==> src/rtl/fractal_sync_pkg.sv <==
// Shared types and width helpers for the fractal_sync counting barrier blocks.
package fractal_sync_pkg;

  // Low id bits that do not take part in selecting a local entry.
  localparam int unsigned FS_ID_IGNORED_LSBS = 1;

  // Per-port response registered one cycle after the request.
  typedef struct packed {
    logic ack;
    logic last;
    logic err;
  } fractal_sync_cnt_rsp_t;

  // Width of the local entry index carried inside a barrier id.
  function automatic int unsigned fs_local_idx_width(input int unsigned id_width);
    return id_width - FS_ID_IGNORED_LSBS;
  endfunction

  // Width of an arrival count: fits every port arriving at once.
  function automatic int unsigned fs_arrival_width(input int unsigned n_ports);
    return $clog2(n_ports + 1);
  endfunction

  // Width of count + same-cycle arrivals, wide enough that it never wraps.
  function automatic int unsigned fs_sum_width(input int unsigned cnt_width,
                                               input int unsigned n_ports);
    return cnt_width + $clog2(n_ports + 1);
  endfunction

endpackage

==> src/rtl/fractal_sync_arrival_cnt.sv <==
// One barrier entry: arrival counter, programmable target and config accept.
module fractal_sync_arrival_cnt
  import fractal_sync_pkg::*;
#(
  parameter int unsigned CNT_WIDTH      = 2,
  parameter int unsigned N_PORTS        = 2,
  parameter int unsigned DEFAULT_TARGET = 2,
  parameter int unsigned K_W            = fs_arrival_width(N_PORTS)
) (
  input  logic                 clk_i,
  input  logic                 rst_i,
  input  logic [K_W-1:0]       k_i,
  input  logic [N_PORTS-1:0]   first_oh_i,
  input  logic                 cfg_we_i,
  input  logic [CNT_WIDTH-1:0] cfg_target_i,
  output logic                 wake_o,
  output logic                 busy_o,
  output logic                 en_o,
  output logic                 overflow_o,
  output logic [N_PORTS-1:0]   last_oh_o,
  output logic                 cfg_rej_o
);

  localparam int unsigned SUM_W = fs_sum_width(CNT_WIDTH, N_PORTS);

  logic [CNT_WIDTH-1:0] cnt_q;
  logic [CNT_WIDTH-1:0] target_q;
  logic                 wake_q;
  logic [SUM_W-1:0]     sum;
  logic                 arrive;
  logic                 complete;
  logic                 cfg_ok;

  // Merge this cycle's arrivals into the count and classify the outcome.
  always_comb begin
    sum        = SUM_W'(cnt_q) + SUM_W'(k_i);
    arrive     = (k_i != '0);
    complete   = arrive && (sum == SUM_W'(target_q));
    overflow_o = arrive && (sum > SUM_W'(target_q));
    last_oh_o  = complete ? first_oh_i : '0;
    cfg_ok     = cfg_we_i && (cnt_q == '0) && !arrive;
    cfg_rej_o  = cfg_we_i && !cfg_ok;
  end

  // Count, target and wake pulse; completion and overflow both restart the count.
  always_ff @(posedge clk_i or posedge rst_i) begin
    if (rst_i) begin
      cnt_q    <= '0;
      target_q <= CNT_WIDTH'(DEFAULT_TARGET);
      wake_q   <= 1'b0;
    end else begin
      wake_q <= complete;
      if (complete || overflow_o) begin
        cnt_q <= '0;
      end else if (arrive) begin
        cnt_q <= CNT_WIDTH'(sum);
      end
      if (cfg_ok) begin
        target_q <= cfg_target_i;
      end
    end
  end

  assign wake_o = wake_q;
  assign busy_o = (cnt_q != '0);
  assign en_o   = (target_q != '0);

endmodule

==> src/rtl/fractal_sync_cnt_local_rf.sv <==
// Local counting barrier register file: decodes port ids, merges same-cycle
// arrivals per entry and registers the per-port responses.
module fractal_sync_cnt_local_rf
  import fractal_sync_pkg::*;
#(
  parameter int unsigned N_REGS         = 4,
  parameter int unsigned ID_WIDTH       = 3,
  parameter int unsigned N_PORTS        = 2,
  parameter int unsigned CNT_WIDTH      = 2,
  parameter int unsigned DEFAULT_TARGET = 2
) (
  input  logic                              clk_i,
  input  logic                              rst_i,
  input  logic [N_PORTS-1:0]                req_i,
  input  logic [N_PORTS-1:0][ID_WIDTH-1:0]  id_i,
  output logic [N_PORTS-1:0]                ack_o,
  output logic [N_PORTS-1:0]                last_o,
  output logic [N_PORTS-1:0]                err_o,
  output logic [N_REGS-1:0]                 wake_o,
  output logic [N_REGS-1:0]                 busy_o,
  input  logic                              cfg_we_i,
  input  logic [ID_WIDTH-2:0]               cfg_idx_i,
  input  logic [CNT_WIDTH-1:0]              cfg_target_i,
  output logic                              cfg_err_o
);

  localparam int unsigned IDX_W = fs_local_idx_width(ID_WIDTH);
  localparam int unsigned K_W   = fs_arrival_width(N_PORTS);

  logic [N_PORTS-1:0][IDX_W-1:0]  idx;
  logic [N_REGS-1:0][N_PORTS-1:0] hit;
  logic [N_REGS-1:0][N_PORTS-1:0] first_oh;
  logic [N_REGS-1:0][N_PORTS-1:0] last_oh;
  logic [N_REGS-1:0][K_W-1:0]     k;
  logic [N_REGS-1:0]              en;
  logic [N_REGS-1:0]              ovf;
  logic [N_REGS-1:0]              cfg_sel;
  logic [N_REGS-1:0]              cfg_rej;

  fractal_sync_cnt_rsp_t [N_PORTS-1:0] rsp_d;
  fractal_sync_cnt_rsp_t [N_PORTS-1:0] rsp_q;
  logic                                cfg_err_d;
  logic                                cfg_err_q;

  // Index decode, per-entry arrival popcount and lowest-port priority select.
  // Requests to a disabled entry are not arrivals; they only produce an error.
  always_comb begin
    idx      = '0;
    hit      = '0;
    first_oh = '0;
    k        = '0;
    cfg_sel  = '0;
    for (int unsigned p = 0; p < N_PORTS; p++) begin
      idx[p] = id_i[p][ID_WIDTH-1:FS_ID_IGNORED_LSBS];
    end
    for (int unsigned i = 0; i < N_REGS; i++) begin
      for (int unsigned p = 0; p < N_PORTS; p++) begin
        if (req_i[p] && (32'(idx[p]) == i) && en[i]) begin
          hit[i][p] = 1'b1;
          k[i]      = k[i] + K_W'(1);
          if (first_oh[i] == '0) begin
            first_oh[i][p] = 1'b1;
          end
        end
      end
      cfg_sel[i] = cfg_we_i && (32'(cfg_idx_i) == i);
    end
  end

  for (genvar gi = 0; gi < N_REGS; gi++) begin : g_entry
    fractal_sync_arrival_cnt #(
      .CNT_WIDTH      (CNT_WIDTH),
      .N_PORTS        (N_PORTS),
      .DEFAULT_TARGET (DEFAULT_TARGET),
      .K_W            (K_W)
    ) u_entry (
      .clk_i        (clk_i),
      .rst_i        (rst_i),
      .k_i          (k[gi]),
      .first_oh_i   (first_oh[gi]),
      .cfg_we_i     (cfg_sel[gi]),
      .cfg_target_i (cfg_target_i),
      .wake_o       (wake_o[gi]),
      .busy_o       (busy_o[gi]),
      .en_o         (en[gi]),
      .overflow_o   (ovf[gi]),
      .last_oh_o    (last_oh[gi]),
      .cfg_rej_o    (cfg_rej[gi])
    );
  end

  // Build next-cycle responses: a request is an error unless it landed on an
  // enabled entry that did not overflow.
  always_comb begin
    rsp_d     = '0;
    cfg_err_d = cfg_we_i && (32'(cfg_idx_i) >= N_REGS);
    for (int unsigned p = 0; p < N_PORTS; p++) begin
      rsp_d[p].ack = req_i[p];
      rsp_d[p].err = req_i[p];
    end
    for (int unsigned i = 0; i < N_REGS; i++) begin
      cfg_err_d = cfg_err_d | cfg_rej[i];
      for (int unsigned p = 0; p < N_PORTS; p++) begin
        if (hit[i][p]) begin
          rsp_d[p].err  = ovf[i];
          rsp_d[p].last = last_oh[i][p];
        end
      end
    end
  end

  // Response registers: every response appears exactly one cycle after its request.
  always_ff @(posedge clk_i or posedge rst_i) begin
    if (rst_i) begin
      rsp_q     <= '0;
      cfg_err_q <= 1'b0;
    end else begin
      rsp_q     <= rsp_d;
      cfg_err_q <= cfg_err_d;
    end
  end

  // Unpack the registered response structs onto the port vectors.
  always_comb begin
    ack_o  = '0;
    last_o = '0;
    err_o  = '0;
    for (int unsigned p = 0; p < N_PORTS; p++) begin
      ack_o[p]  = rsp_q[p].ack;
      last_o[p] = rsp_q[p].last;
      err_o[p]  = rsp_q[p].err;
    end
  end

  assign cfg_err_o = cfg_err_q;

endmodule
==> config.mk <==
export PLATFORM = sky130hd
export DESIGN_NAME = fractal_sync_cnt_local_rf
export DESIGN_NICKNAME = d
export VERILOG_FILES = /design/src/rtl/fractal_sync_pkg.sv /design/src/rtl/fractal_sync_arrival_cnt.sv /design/src/rtl/fractal_sync_cnt_local_rf.sv
export SDC_FILE = /design/constraint.sdc
export NUM_CORES = 1
export LEC_CHECK = 0
export CORE_MARGIN = 2
export CORE_UTILIZATION = 60
export CTS_BUF_LIST = sky130_fd_sc_hd__clkbuf_8
export CTS_CLUSTER_SIZE = 16
export DETAILED_ROUTE_END_ITERATION = 8
export PLACE_DENSITY = 0.84
export SKIP_LAST_GASP = 1
export SLEW_MARGIN = 20
export SYNTH_ARGS = -nofsm -noshare
export SYNTH_HDL_FRONTEND = slang
export SYNTH_SLANG_ARGS = --single-unit
==> constraint.sdc <==
create_clock -name clk_i -period 5.6 [get_ports clk_i]
set_input_delay 0.84 -clock clk_i [delete_from_list [all_inputs] [get_ports clk_i]]
set_output_delay 0.84 -clock clk_i [all_outputs]
set_load 0.05 [all_outputs]
==> qor.txt, run 1 <==
final setup violating endpoints: 0
fin util: 0.724
synth-to-layout area growth: 16.5%
number of synthesis warnings: 0
Worst Path Class, Setup: in2reg
RSZ-0062 raised after global routing: false
nets@finish: 261
Critical Path Fanout Max: 3
sw frac: 0.450
simple-gate share of the synthesized area: 0.155
relative slew slack: 0.369
Total GRT Usage: 0.238
# clock sinks: 27
Netlist cell types: 34
fin worst setup slack: 1520 ps
DR pass1 iterations: 4
Fin Setup TNS: 0 ps
Die ar.: 0.00360 sq mm
pre-CTS WS: 1310 ps
fraction of layout cells with a size suffix above 1: 0.0783
Crit. End Element: register
Residual DRC: 0
Max Transition Viols Final: 0
CP Data Arrival Time: 4240 ps
first-pass GRT wire length: 6290 um
post-synthesis sequential area ratio: 0.362
wire per inst: 14.7 um
total number of vias: 1458
Routed WL: 3840 um
I/O Pins: 30
Post-synth EDFFs: 0
status: finished, final reports clean
Detail Placement HPWL: 3130 um
CP startpoint kind: primary input
peak supply drop: 0.000321 V
GR Overflow Total: 0
main combinational cell family by area after synthesis: adder cells
width of the die: 60.0 um
worst slew pin tran: 940 ps
CTS Buffer Depth: 2
Syn Area/Cell: 9.70 sq um
antenna diode count: 0
Initial DRC Count: 76
synthesized area: 0.00188 sq mm
CTS buffer count: 3
clock network power share: 0.104
worst endpoint required time: 5760 ps
Worst-Skew Late Latency: 260 ps
Final min period: 4080 ps
post-synth top area share: 0.306
ys async rst share: 1.00
largest net degree at the start of global routing: 28
Synth Register Bits: 27
Initial Util: 0.621
Max Cap Violations: 0
Hold Vio Cnt, Final: 0
number of global-route vias before repair: 1479
Compound-Gate Fraction of Synth Area: 0.138
gpl congestion: 0.893
Die Ht: 60.0 um
cts hold-fix bufs: 0
Synth Instances: 194
final setup skew: 2.92 ps
Reg power frac: 0.311
htree depth: 1
Reg clk slew, reported paths: 80 ps
area leader, netlist: dfrtp_1
port bufs: 27
via count normalized by instance count: 5.59
max frequency: 245 MHz
Synth Flop Type: dfrtp_1
Period Utilization, post-route: 0.728
root buf cell: clkbuf_8
internal power: 0.000551 W
post-cts resize count: 0
HP Class: reg2reg
area share of fa/ha/maj cells after synthesis: 0.202
PD cells: 457 mW/mm^2
XOR/XNOR Fraction of Synth Area: 0
Mapped Nets: 237
P_sw: 0.000451 W
core box area: 0.00303 sq mm
post-synthesis mux area share: 0.0479
FP Rows: 20
initial antenna violation count: 0
Comb power frac: 0.585
TritonCTS clock tree: built
post-CTS setup buffer count: 0
P_leak: 1.08 nW
top cells by area, synth: dfrtp_1 (31%), ha_1 (16%), inv_1 (6.4%)
Final ANT Viol Nets: 0
metrics by stage:
step                hold slack (ps)  power, W  cell area (sq um)  std cells
floorplan                       489  0.000760               1880        194
global placement                510  0.000858               2150        257
detailed placement              530  0.000897               2150        257
CTS                             542   0.00100               2190        261
global route                    570   0.00108               2190        261
finish                          541   0.00100               2190        261
Yosys cell counts (2+ instances only):
cell type  count
a2111oi_0      3
nand2_1       15
a21oi_1        6
inv_1         32
a22oi_1        3
o21ai_0        9
a31oi_1        2
a22o_1         8
buf_4          8
nand2b_1       7
nor2_1        11
dfrtp_1       23
ha_1          24
mux2_2         3
dfstp_2        4
nand3_1        3
fa_1           4
nor2b_1        5
nor3_1         8
mux2_4         2
final timing paths:
check	slack, ps	start	depth (start not counted)	to
max	1520	id_i[2]	14	err_o[0]
min	540	g_entry[2].u_entry.target_q[1]	2	g_entry[2].u_entry.target_q[1]
max reg2reg	2100	g_entry[0].u_entry.target_q[1]	13	err_o[0]
min reg2reg	540	g_entry[2].u_entry.target_q[1]	2	g_entry[2].u_entry.target_q[1]
max in group asynchronous	4190	rst_i	2	ack_o[0]
min in group asynchronous	980	rst_i	2	g_entry[3].u_entry.wake_o
area by class of cell:
type	count	area, sq um
clock buffer	3	41.3
clock inverter	1	3.75
fill	230	836
inverter	32	120
multi-input combinational	127	1020
sequential	27	681
tap	44	55.1
timing repair buffer	27	270
metal layers:
layer / global-route usage / routed length [um] / up-vias / part of all wire
li1: - / - / 698 / -
met5: 0 / 0 / - / 0
met1: 0.268 / 1550 / 700 / 0.40
met2: 0.439 / 2020 / 56 / 0.52
met3: 0.0563 / 237 / 4 / 0.062
met4: 0.0698 / 41 / 0 / 0.011
layout by cell type (no fill, tap or decap), types with 4 or more instances in the layout:
cell / instances
nand2_1: 15
nand2b_1: 7
nor3_1: 8
dfrtp_1: 23
fa_1: 4
a21oi_1: 6
nor2_1: 11
nor2b_1: 5
dfstp_2: 4
ha_1: 24
o21ai_0: 9
clkdlybuf4s50_1: 27
a22o_1: 8
inv_1: 32
registers in the layout (all words and copies together) (netlist names):
name                      cells
g_entry.u_entry.cnt_q         8
last_o                        2
err_o                         2
g_entry.u_entry.target_q      8
cfg_err_o                     1
g_entry.u_entry.wake_o        4
ack_o                         2
logic make-up (layout without fill, tap and decap cells):
kind of cell / Yosys count / in the layout
AO/OA/AOI/OAI: 37 / 37
adder cells (fa/ha/maj): 28 / 28
buffers and inverters: 40 / 63
flip-flops: 27 / 27
multiplexers: 6 / 6
AND/OR/NAND/NOR: 56 / 56
power groups by stage:
stage	Clock (W)	Combinational, W	Sequential, W
finish	0.000104	0.000586	0.000312
global route	0.000116	0.000645	0.000320
CTS	0.000107	0.000585	0.000312
detailed placement	0	0.000581	0.000316
global placement	0	0.000545	0.000312
floorplan	0	0.000429	0.000332
critical path: stages:
cell             delay, ps
clkdlybuf4s50_1        460
nand2b_1               190
nor3_1                 300
inv_1                  140
ha_1                   320
inv_1                   60
ha_1                   190
fa_1                   480
ha_1                   340
nor2b_1                150
o21ai_0                180
a21oi_1                130
o21a_1                 180
a211o_1                260
No activity file was read; power rests on OpenSTA's default activity.
==> run 2: changes to the inputs <==
Settings changed: CORE_UTILIZATION 60 to 50, PLACE_DENSITY 0.84 to 0.74.
Clock period 5.6 ns to 3.4 ns, I/O delays scaled along.
==> qor.txt, run 2 (same netlist as run 1, synthesis figures left out) <==
max frequency: 307 MHz
CTS buffer count: 3 (unchanged)
Worst Path Class, Setup: in2reg
Routed WL: 4000 um (+4.0%)
Reg clk slew, reported paths: 90 ps (about the same)
Post-DP Area: 0.00237 sq mm (+10%)
Total GRT Usage: 0.200 (-0.0374)
Initial DRC Count: 83 (+9.2%)
status: finished, final reports clean
Power Total: 0.00179 W (+79%)
HP Class: in2reg
Crit. End Element: register
Final ANT Viol Nets: 0 (unchanged)
final setup skew: 6.23 ps (+3.31 ps)
RSZ-0062 raised after global routing: false
Initial Util: 0.518 (-0.104)
Die Ht: 65.4 um (+8.9%)
Final min period: 3260 ps
relative slew slack: 0.628 (+0.259)
Max Cap Violations: 0 (unchanged)
Max Transition Viols Final: 0 (unchanged)
number of global-route vias before repair: 1471 (-0.54%)
core box area: 0.00363 sq mm (+20%)
Hold Vio Cnt, Final: 0 (unchanged)
fin worst setup slack: 142 ps (-1380 ps)
FP Rows: 22 (+10%)
Fin Setup TNS: 0 ps (unchanged)
initial antenna violation count: 0 (unchanged)
CTS Buffer Depth: 2 (unchanged)
Die ar.: 0.00427 sq mm (+19%)
first-pass GRT wire length: 6630 um (+5.5%)
CP Data Arrival Time: 3410 ps (-830 ps)
synth-to-layout area growth: 32.2%
CP startpoint kind: primary input
# clock sinks: 27 (unchanged)
via count normalized by instance count: 5.13 (-8.1%)
width of the die: 65.4 um (+8.9%)
Critical Path Fanout Max: 3 (unchanged)
Period Utilization, post-route: 0.958
worst endpoint required time: 3550 ps (-2210 ps)
peak supply drop: 0.000474 V (+48%)
commonest cells after routing, fill and taps aside: inv_1 (32), buf_4 (29), dfrtp_1 (23), clkdlybuf4s50_1 (23), ha_1 (22)
fraction of layout cells with a size suffix above 1: 0.232 (+0.153)
Detail Placement HPWL: 3140 um (about the same)
antenna diode count: 0 (unchanged)
port bufs: 27 (unchanged)
Worst-Skew Late Latency: 270 ps (about the same)
htree depth: 1 (unchanged)
r2r worst-path depth: 13 (unchanged)
nets@finish: 290 (+11%)
P_leak: 1.26 nW (+18%)
wire per inst: 13.6 um (-7.7%)
total number of vias: 1509 (+3.5%)
Final Hold Slack: 462 ps (-79.1 ps)
cts hold-fix bufs: 0 (unchanged)
gpl congestion: 0.815 (-8.7%)
root buf cell: clkbuf_8
GR Overflow Total: 0 (unchanged)
TritonCTS clock tree: built
pre-CTS WS: -313 ps (-1620 ps)
Residual DRC: 0 (unchanged)
PD cells: 720 mW/mm^2 (+58%)
worst hold stages: 1 (-1)
I/O Pins: 30 (unchanged)
largest net degree at the start of global routing: 28 (unchanged)
Finished Cell Area: 0.00249 sq mm (+14%)
worst slew pin tran: 557 ps (-383 ps)
final setup violating endpoints: 0 (unchanged)
leading cell type in the layout, fill and taps excluded: inv_1
DR pass1 iterations: 4 (unchanged)
-- run 2: per-layer routing --
layer	routed length, um	vias up	global-route usage
li1	-	758	-
met1	1820	708	0.265
met2	1970	39	0.361
met3	158	4	0.0205
met4	48	0	0.0313
met5	0	-	0
-- run 2: path summary, 6_finish.rpt --
| path | from | end | slack [ps] |
|---|---|---|---|
| min in group asynchronous | rst_i | ack_o[0] | 600 |
| max in group asynchronous | rst_i | g_entry[2].u_entry.target_q[1] | 2420 |
| min reg2reg | g_entry[2].u_entry.cnt_q[1] | g_entry[2].u_entry.cnt_q[1] | 550 |
| max reg2reg | g_entry[0].u_entry.target_q[1] | err_o[0] | 200 |
| min | req_i[1] | ack_o[1] | 460 |
| max | id_i[5] | err_o[0] | 140 |
-- run 2: final cells by class --
type | count | area, sq um
Inverter | 32 | 120
Clock inverter | 1 | 3.75
Tap cell | 48 | 60.1
Sequential cell | 27 | 681
Multi-Input combinational cell | 127 | 1090
Timing Repair Buffer | 56 | 494
Clock buffer | 3 | 41.3
Fill cell | 291 | 1140
-- run 2: through the flow --
stage          utilization  instances
2_1_floorplan            -        194
3_3_place_gp         0.652        290
3_5_place_dp         0.652        290
4_1_cts              0.670        294
5_1_grt              0.685        294
6_report             0.685        294
-- run 2: repair_timing --
| item | 4_1_cts | 5_1_grt |
|---|---|---|
| pin swaps | 0 | 5 |
| gates resized for setup | 4 | 14 |
| buffers inserted | 0 | 0 |
| cloned | 0 | 0 |
| setup endpoints to repair | 2 | 5 |
-- run 2: report_power, final --
group	switching, W	internal (W)
clock	0.0000972	0.0000808
combinational	0.000611	0.000489
sequential	0.0000754	0.000438
-- run 2: worst max-delay path, stage by stage --
cell and delay (ps):
clkdlybuf4s50_1 510, nand2_1 100, nor3b_2 220, ha_1 270
inv_1 70, ha_1 170, fa_2 480, ha_4 240
nor2b_1 130, o21ai_1 120, a21oi_1 110, a22o_1 250
a211o_1 240
